File: src/rtl/ps2_keyboard_rx_pkg.sv
// Shared definitions for the PS/2 keyboard receiver: FSM states, frame constants
// and the scan-code prefixes that SOC-side decoders look for.
package ps2_keyboard_rx_pkg;

  typedef enum logic [1:0] {
    ST_IDLE   = 2'd0,
    ST_DATA   = 2'd1,
    ST_PARITY = 2'd2,
    ST_STOP   = 2'd3
  } ps2_state_e;

  localparam int         PS2_FRAME_BITS   = 11;
  localparam int         PS2_DATA_BITS    = 8;
  localparam logic [7:0] PS2_BREAK_PREFIX = 8'hF0;
  localparam logic [7:0] PS2_EXT_PREFIX   = 8'hE0;

  // PS/2 uses odd parity: data plus parity bit must hold an odd number of ones.
  function automatic logic odd_parity_ok(input logic [7:0] data, input logic par);
    return ^{data, par};
  endfunction

endpackage

File: src/rtl/ps2_sync_fifo.sv
// Show-ahead synchronous FIFO for received scan-code bytes. A pop and a push in
// the same cycle are both honoured, even when full.
module ps2_sync_fifo #(
  parameter int DEPTH = 8,
  parameter int WIDTH = 8
) (
  input  logic                     clk,
  input  logic                     reset_n,
  input  logic                     wr_en,
  input  logic [WIDTH-1:0]         wr_data,
  input  logic                     rd_en,
  output logic [WIDTH-1:0]         rd_data,
  output logic                     empty,
  output logic                     full,
  output logic [$clog2(DEPTH):0]   count
);

  localparam int AW = $clog2(DEPTH);
  localparam int CW = AW + 1;
  localparam logic [CW-1:0] FULL_CNT = CW'(DEPTH);

  logic [WIDTH-1:0] mem [DEPTH];
  logic [AW-1:0]    wr_ptr;
  logic [AW-1:0]    rd_ptr;
  logic             do_rd;
  logic             do_wr;

  assign do_rd = rd_en && !empty;
  assign do_wr = wr_en && (!full || do_rd);

  // NOTE: storage has no reset; rd_data is gated by empty so stale contents never leak out.
  always_ff @(posedge clk) begin
    if (do_wr) mem[wr_ptr] <= wr_data;
  end

  // NOTE: sequential state uses <= so every register updates from pre-edge values.
  always_ff @(posedge clk or negedge reset_n) begin
    if (!reset_n) begin
      wr_ptr <= '0;
      rd_ptr <= '0;
      count  <= '0;
    end else begin
      if (do_wr) wr_ptr <= wr_ptr + 1'b1;
      if (do_rd) rd_ptr <= rd_ptr + 1'b1;
      case ({do_wr, do_rd})
        2'b10:   count <= count + 1'b1;
        2'b01:   count <= count - 1'b1;
        default: count <= count;
      endcase
    end
  end

  assign empty   = (count == '0);
  assign full    = (count == FULL_CNT);
  assign rd_data = empty ? '0 : mem[rd_ptr];

endmodule

File: src/rtl/ps2_keyboard_rx.sv
// PS/2 keyboard receiver: synchronises and deglitches the pads, decodes 11-bit
// device-to-host frames and queues good scan-code bytes for the SOC.
module ps2_keyboard_rx
  import ps2_keyboard_rx_pkg::*;
#(
  parameter int FILTER_LEN     = 4,
  parameter int TIMEOUT_CYCLES = 200000,
  parameter int FIFO_DEPTH     = 8
) (
  input  logic                          clk,
  input  logic                          reset_n,
  input  logic                          kb_clk,
  input  logic                          kb_data,
  input  logic                          rd_en,
  output logic [7:0]                    rd_data,
  output logic                          empty,
  output logic [$clog2(FIFO_DEPTH):0]   count,
  output logic                          parity_err,
  output logic                          frame_err,
  output logic                          overflow
);

  localparam int FW = $clog2(FILTER_LEN + 1);
  localparam int TW = $clog2(TIMEOUT_CYCLES + 1);
  localparam logic [FW-1:0] FILT_LAST = FW'(FILTER_LEN - 1);
  localparam logic [TW-1:0] TO_LAST   = TW'(TIMEOUT_CYCLES - 1);
  localparam logic [2:0]    BIT_LAST  = 3'(PS2_DATA_BITS - 1);

  logic          kb_clk_s1, kb_clk_s2, kb_data_s1, kb_data_s2;
  logic          kb_clk_f, kb_clk_f_d;
  logic [FW-1:0] filt_cnt;
  logic          fall_stb;

  ps2_state_e    state, state_n;
  logic [2:0]    bit_idx, bit_idx_n;
  logic [7:0]    shift_q, shift_n;
  logic          parity_q, parity_n;
  logic [TW-1:0] to_cnt;
  logic          timeout;
  logic          push;
  logic          perr_n, ferr_n;
  logic          fifo_full;

  // The pads idle high, so every stage resets to 1 to avoid a spurious edge.
  always_ff @(posedge clk or negedge reset_n) begin
    if (!reset_n) begin
      kb_clk_s1  <= 1'b1;
      kb_clk_s2  <= 1'b1;
      kb_data_s1 <= 1'b1;
      kb_data_s2 <= 1'b1;
      kb_clk_f   <= 1'b1;
      kb_clk_f_d <= 1'b1;
      filt_cnt   <= '0;
    end else begin
      kb_clk_s1  <= kb_clk;
      kb_clk_s2  <= kb_clk_s1;
      kb_data_s1 <= kb_data;
      kb_data_s2 <= kb_data_s1;
      kb_clk_f_d <= kb_clk_f;
      if (kb_clk_s2 != kb_clk_f) begin
        if (filt_cnt == FILT_LAST) begin
          kb_clk_f <= kb_clk_s2;
          filt_cnt <= '0;
        end else begin
          filt_cnt <= filt_cnt + 1'b1;
        end
      end else begin
        filt_cnt <= '0;
      end
    end
  end

  assign fall_stb = kb_clk_f_d && !kb_clk_f;
  assign timeout  = (state != ST_IDLE) && !fall_stb && (to_cnt == TO_LAST);

  always_comb begin
    // NOTE: every output gets a default first so no path can infer a latch.
    state_n   = state;
    bit_idx_n = bit_idx;
    shift_n   = shift_q;
    parity_n  = parity_q;
    push      = 1'b0;
    perr_n    = 1'b0;
    ferr_n    = 1'b0;
    if (timeout) begin
      state_n = ST_IDLE;
      ferr_n  = 1'b1;
    end else if (fall_stb) begin
      case (state)
        ST_IDLE: begin
          if (!kb_data_s2) begin
            state_n   = ST_DATA;
            bit_idx_n = '0;
            shift_n   = '0;
          end
        end
        ST_DATA: begin
          shift_n   = {kb_data_s2, shift_q[7:1]};
          bit_idx_n = bit_idx + 1'b1;
          if (bit_idx == BIT_LAST) state_n = ST_PARITY;
        end
        ST_PARITY: begin
          parity_n = kb_data_s2;
          state_n  = ST_STOP;
        end
        ST_STOP: begin
          state_n = ST_IDLE;
          if (!kb_data_s2)                            ferr_n = 1'b1;
          else if (!odd_parity_ok(shift_q, parity_q)) perr_n = 1'b1;
          else                                        push   = 1'b1;
        end
        default: state_n = ST_IDLE;
      endcase
    end
  end

  always_ff @(posedge clk or negedge reset_n) begin
    if (!reset_n) begin
      state      <= ST_IDLE;
      bit_idx    <= '0;
      shift_q    <= '0;
      parity_q   <= 1'b0;
      to_cnt     <= '0;
      parity_err <= 1'b0;
      frame_err  <= 1'b0;
      overflow   <= 1'b0;
    end else begin
      state      <= state_n;
      bit_idx    <= bit_idx_n;
      shift_q    <= shift_n;
      parity_q   <= parity_n;
      to_cnt     <= (state == ST_IDLE || fall_stb) ? '0 : to_cnt + 1'b1;
      parity_err <= perr_n;
      frame_err  <= ferr_n;
      overflow   <= push && fifo_full && !(rd_en && !empty);
    end
  end

  ps2_sync_fifo #(
    .DEPTH (FIFO_DEPTH),
    .WIDTH (8)
  ) u_fifo (
    .clk     (clk),
    .reset_n (reset_n),
    .wr_en   (push),
    .wr_data (shift_q),
    .rd_en   (rd_en),
    .rd_data (rd_data),
    .empty   (empty),
    .full    (fifo_full),
    .count   (count)
  );

endmodule

File: config.mk
export PLATFORM = sky130hd
export DESIGN_NAME = ps2_keyboard_rx
export DESIGN_NICKNAME = d
export VERILOG_FILES = /design/src/rtl/ps2_keyboard_rx_pkg.sv /design/src/rtl/ps2_sync_fifo.sv /design/src/rtl/ps2_keyboard_rx.sv
export SDC_FILE = /design/constraint.sdc
export NUM_CORES = 1
export LEC_CHECK = 0
export BUFFER_PORTS_ARGS = -buffer_cell sky130_fd_sc_hd__buf_2
export CAP_MARGIN = 5
export CORE_AREA = 2 2 135 137
export CTS_CLUSTER_DIAMETER = 100
export DETAILED_ROUTE_END_ITERATION = 6
export DIE_AREA = 0 0 137 139
export GPL_TIMING_DRIVEN = 0
export SLEW_MARGIN = 20
export SYNTH_ARGS = -nofsm -noshare
export SYNTH_HDL_FRONTEND = slang
export SYNTH_HIERARCHICAL = 1
export SYNTH_SLANG_ARGS = --single-unit
File: constraint.sdc
create_clock -name clk -period 2.95 [get_ports clk]
set_input_delay 0.59 -clock clk [delete_from_list [all_inputs] [get_ports clk]]
set_output_delay 0.59 -clock clk [all_outputs]
set_load 0.1 [all_outputs]
==> results.toml <==
[worst_setup_path]
worstPathMaxFanout = 10
worst-setup-path-type = "reg2out"
crit_path_start_kind = "flip-flop"
worstPathRequired_ps = 2360
crit_chain = "or3_1 > buf_6 > nor2_4 > buf_2"
crit_slowest_cell = "buf_2"
end_kind = "output pin"
crit_path_max_incr_delay_ps = 510
arrival_ps = 2290

[synth]
synthCells = 348
synth_area_per_cell_um2 = 14.9
synth_common_cells = "64 x edfxtp_1, 48 x dfrtp_1, 32 x nor2_1"
yosysMostFrequentCell = "edfxtp_1"
syn-num-nets = 367
yosys_most_used_dff = "edfxtp_1"
ys_seq_area_frac = 0.634
synth-edff-count = 64
synth_top_family_by_area = "simple AND/OR/NAND/NOR gates"
netlist_area_um2 = 5180
synthMuxAreaShare = 0.105
yosys_warnings = 6
synth-compound-area-share = 0.0498
synth-xor-area-share = 0.0483
synthDistinctLibCells = 52
synth_top_cell_by_area = "edfxtp_1"
synth_fa_ha_area_frac = 0.0353
synth_top_area_share = 0.371
synthSimpleGateAreaFrac = 0.106
synth_area_leaders = "edfxtp_1 37%, dfrtp_1 23%, mux4_2 7.0%"
ys_ff_latch = 118
ys_async_sr_fraction = 0.458

[run_status]
status = "finished clean"

[clock_tree]
clk_latency_ps = 410
cts_max_level = 4
clkTransAtPathRegs_ps = 60
cts_tree = "yes"
cts-root-buf = "clkbuf_16"
clk_path_buf_depth = 2
cts.sinks = 118
postCtsHoldBufs = 0
numCtsBuffers = 17

[layout]
layout.nets = 419
drive_gt1_frac = 0.337
diodes = 0
area_growth_pct = 24.0

[sta]
clock_skew_ps = 9.78
min_period_over_period = 0.978
max-slew-margin-rel = 0.472
fmax_mhz = 347
hold_viol = 0
layout_setup_ws_ps = 65.3
finalMaxSlewViolations = 0
worstMarginPinSlew_ps = 787
setup_viol = 0
rsz0062_at_grt = "yes"
fin_crit_ps = 2880

[floorplanning]
rows = 49
die_w_um = 137
ios = 21
start_util = 0.293
coreArea_um2 = 17700
die_area_um2 = 19000
die_h_um = 139

[route]
viasPerCell = 4.65
drc_errors = 0
drt_first_pass_iters = 5
wl_per_cell_um = 15.2
drt_iter0_drc = 109
num_vias = 2981
ant_nets = 0
routed_wl_um = 9730

[pwr]
p_int_mw = 4.19
power.net_switching_mw = 2.72
power.density_nw_per_um2 = 1080
seqPwrFrac = 0.319
vdd_ir_drop_max_v = 0.00108
combPwrFrac = 0.378
p_total_mw = 6.91
leakage_nw = 2.50
switching_share = 0.394
clkPwrFrac = 0.303

[global_route]
antenna_found_initial = 0
first_global_vias = 3013
grt_max_degree = 55
grt_pass1_wl_um = 15800
gr-total-overflow = 0
grt_use_total = 0.109

[job]
max_cap_viol_count = 0

[min_path]
hold_class = "in2async"

[placed_design]
place_congestion = 0.769
pre_cts_slack_ps = -383
dp_hpwl_um = 6290
io_buffers = 20
power groups by stage:
stage          clock (mW)  sequential (mW)  combinational (mW)
2_1_floorplan           0             2.40                1.82
3_3_place_gp            0             2.22                2.40
3_5_place_dp            0             2.24                2.46
4_1_cts              2.13             2.21                2.55
5_1_grt              2.22             2.24                2.81
6_report             2.10             2.20                2.61
repair_timing:
action | 4_1_cts | 5_1_grt
gates cloned | 0 | 0
gates resized for setup | 12 | 18
pin swaps | 1 | 3
setup endpoints to repair | 48 | 11
setup buffers | 3 | 9
hold endpoints to repair | 0 | 0
layout by cell type (no fill, tap or decap), drive strengths merged, types with 5 or more instances in the layout:
master and count:
nand3 11, nand4 6, mux4 16, xor2 10, nor3 9, nor4 6
inv 19, ha 13, xnor2 16, a22o 10, nand2 15, edfxtp 64
clkinvlp 5, mux2 6, mux2i 11, dfstp 6, dfrtp 48, buf 35
nor2 32, clkbuf 27
logic make-up (layout without fill, tap and decap cells):
family | count (synthesis) | count (layout)
mux | 33 | 33
compound gates | 28 | 28
flops | 118 | 118
fa+ha+maj | 14 | 14
buf+inv | 26 | 90
simple gates | 102 | 102
xor+xnor | 27 | 27
critical path, delay by kind of cell, from the launching register on:
family / cells / cell delay [ps]
DFF: 1 / 420
and+or+nand+nor: 2 / 770
buffers and inverters: 2 / 670
layer usage:
layer | track usage | vias to the layer above | wire, µm
met5 | 0 | - | 0
met4 | 0.0309 | 0 | 52
met3 | 0.0351 | 7 | 301
met2 | 0.179 | 46 | 5000
met1 | 0.136 | 1530 | 4380
li1 | - | 1398 | -
worst paths after layout:
path | depth (start not counted) | startpoint | slack [ps] | end
max reg2reg | 8 | shift_q[2]$_DFFE_PN0P_ | 90 | u_fifo/mem[5][5]$_DFFE_PP_
max | 4 | u_fifo/count[1]$_DFFE_PN0P_ | 70 | empty
max in group asynchronous | 1 | reset_n | 2220 | shift_q[4]$_DFFE_PN0P_
min in group clk | 1 | kb_clk | 290 | kb_clk_s1$_DFF_PN1_
min reg2reg | 0 | kb_clk_s1$_DFF_PN1_ | 360 | kb_clk_s2$_DFF_PN1_
min | 1 | reset_n | 230 | to_cnt[0]$_DFF_PN0_
registers in the layout (all words and copies together) (netlist names), 2 cells and up:
| signal | cells |
|---|---|
| u_fifo/mem | 64 |
| u_fifo/wr_ptr | 3 |
| u_fifo/rd_ptr | 3 |
| to_cnt | 18 |
| filt_cnt | 3 |
| shift_q | 8 |
| state | 2 |
| bit_idx | 3 |
| u_fifo/count | 4 |
cell type report:
cell class | count | area [µm²]
tap | 229 | 287
inverter | 14 | 52.6
clock inverter | 14 | 175
clock buffer | 17 | 425
buffer | 12 | 73.8
timing repair buffer | 33 | 215
sequential | 118 | 3290
fill | 1647 | 11200
multi-input combinational | 204 | 1900
through the flow:
stage | cells | hold slack [ps] | util | instance area (µm²) | setup TNS [ps]
3_5_place_dp | 598 | 351 | 0.320 | 5650 | -11290
2_1_floorplan | 348 | 294 | - | 5230 | 0
4_1_cts | 632 | 257 | 0.357 | 6310 | 0
5_1_grt | 641 | 264 | 0.364 | 6420 | -745
3_3_place_gp | 597 | 349 | 0.318 | 5620 | -21160
6_report | 641 | 233 | 0.364 | 6420 | 0
Note: power is estimated with default switching activity, not from simulation.
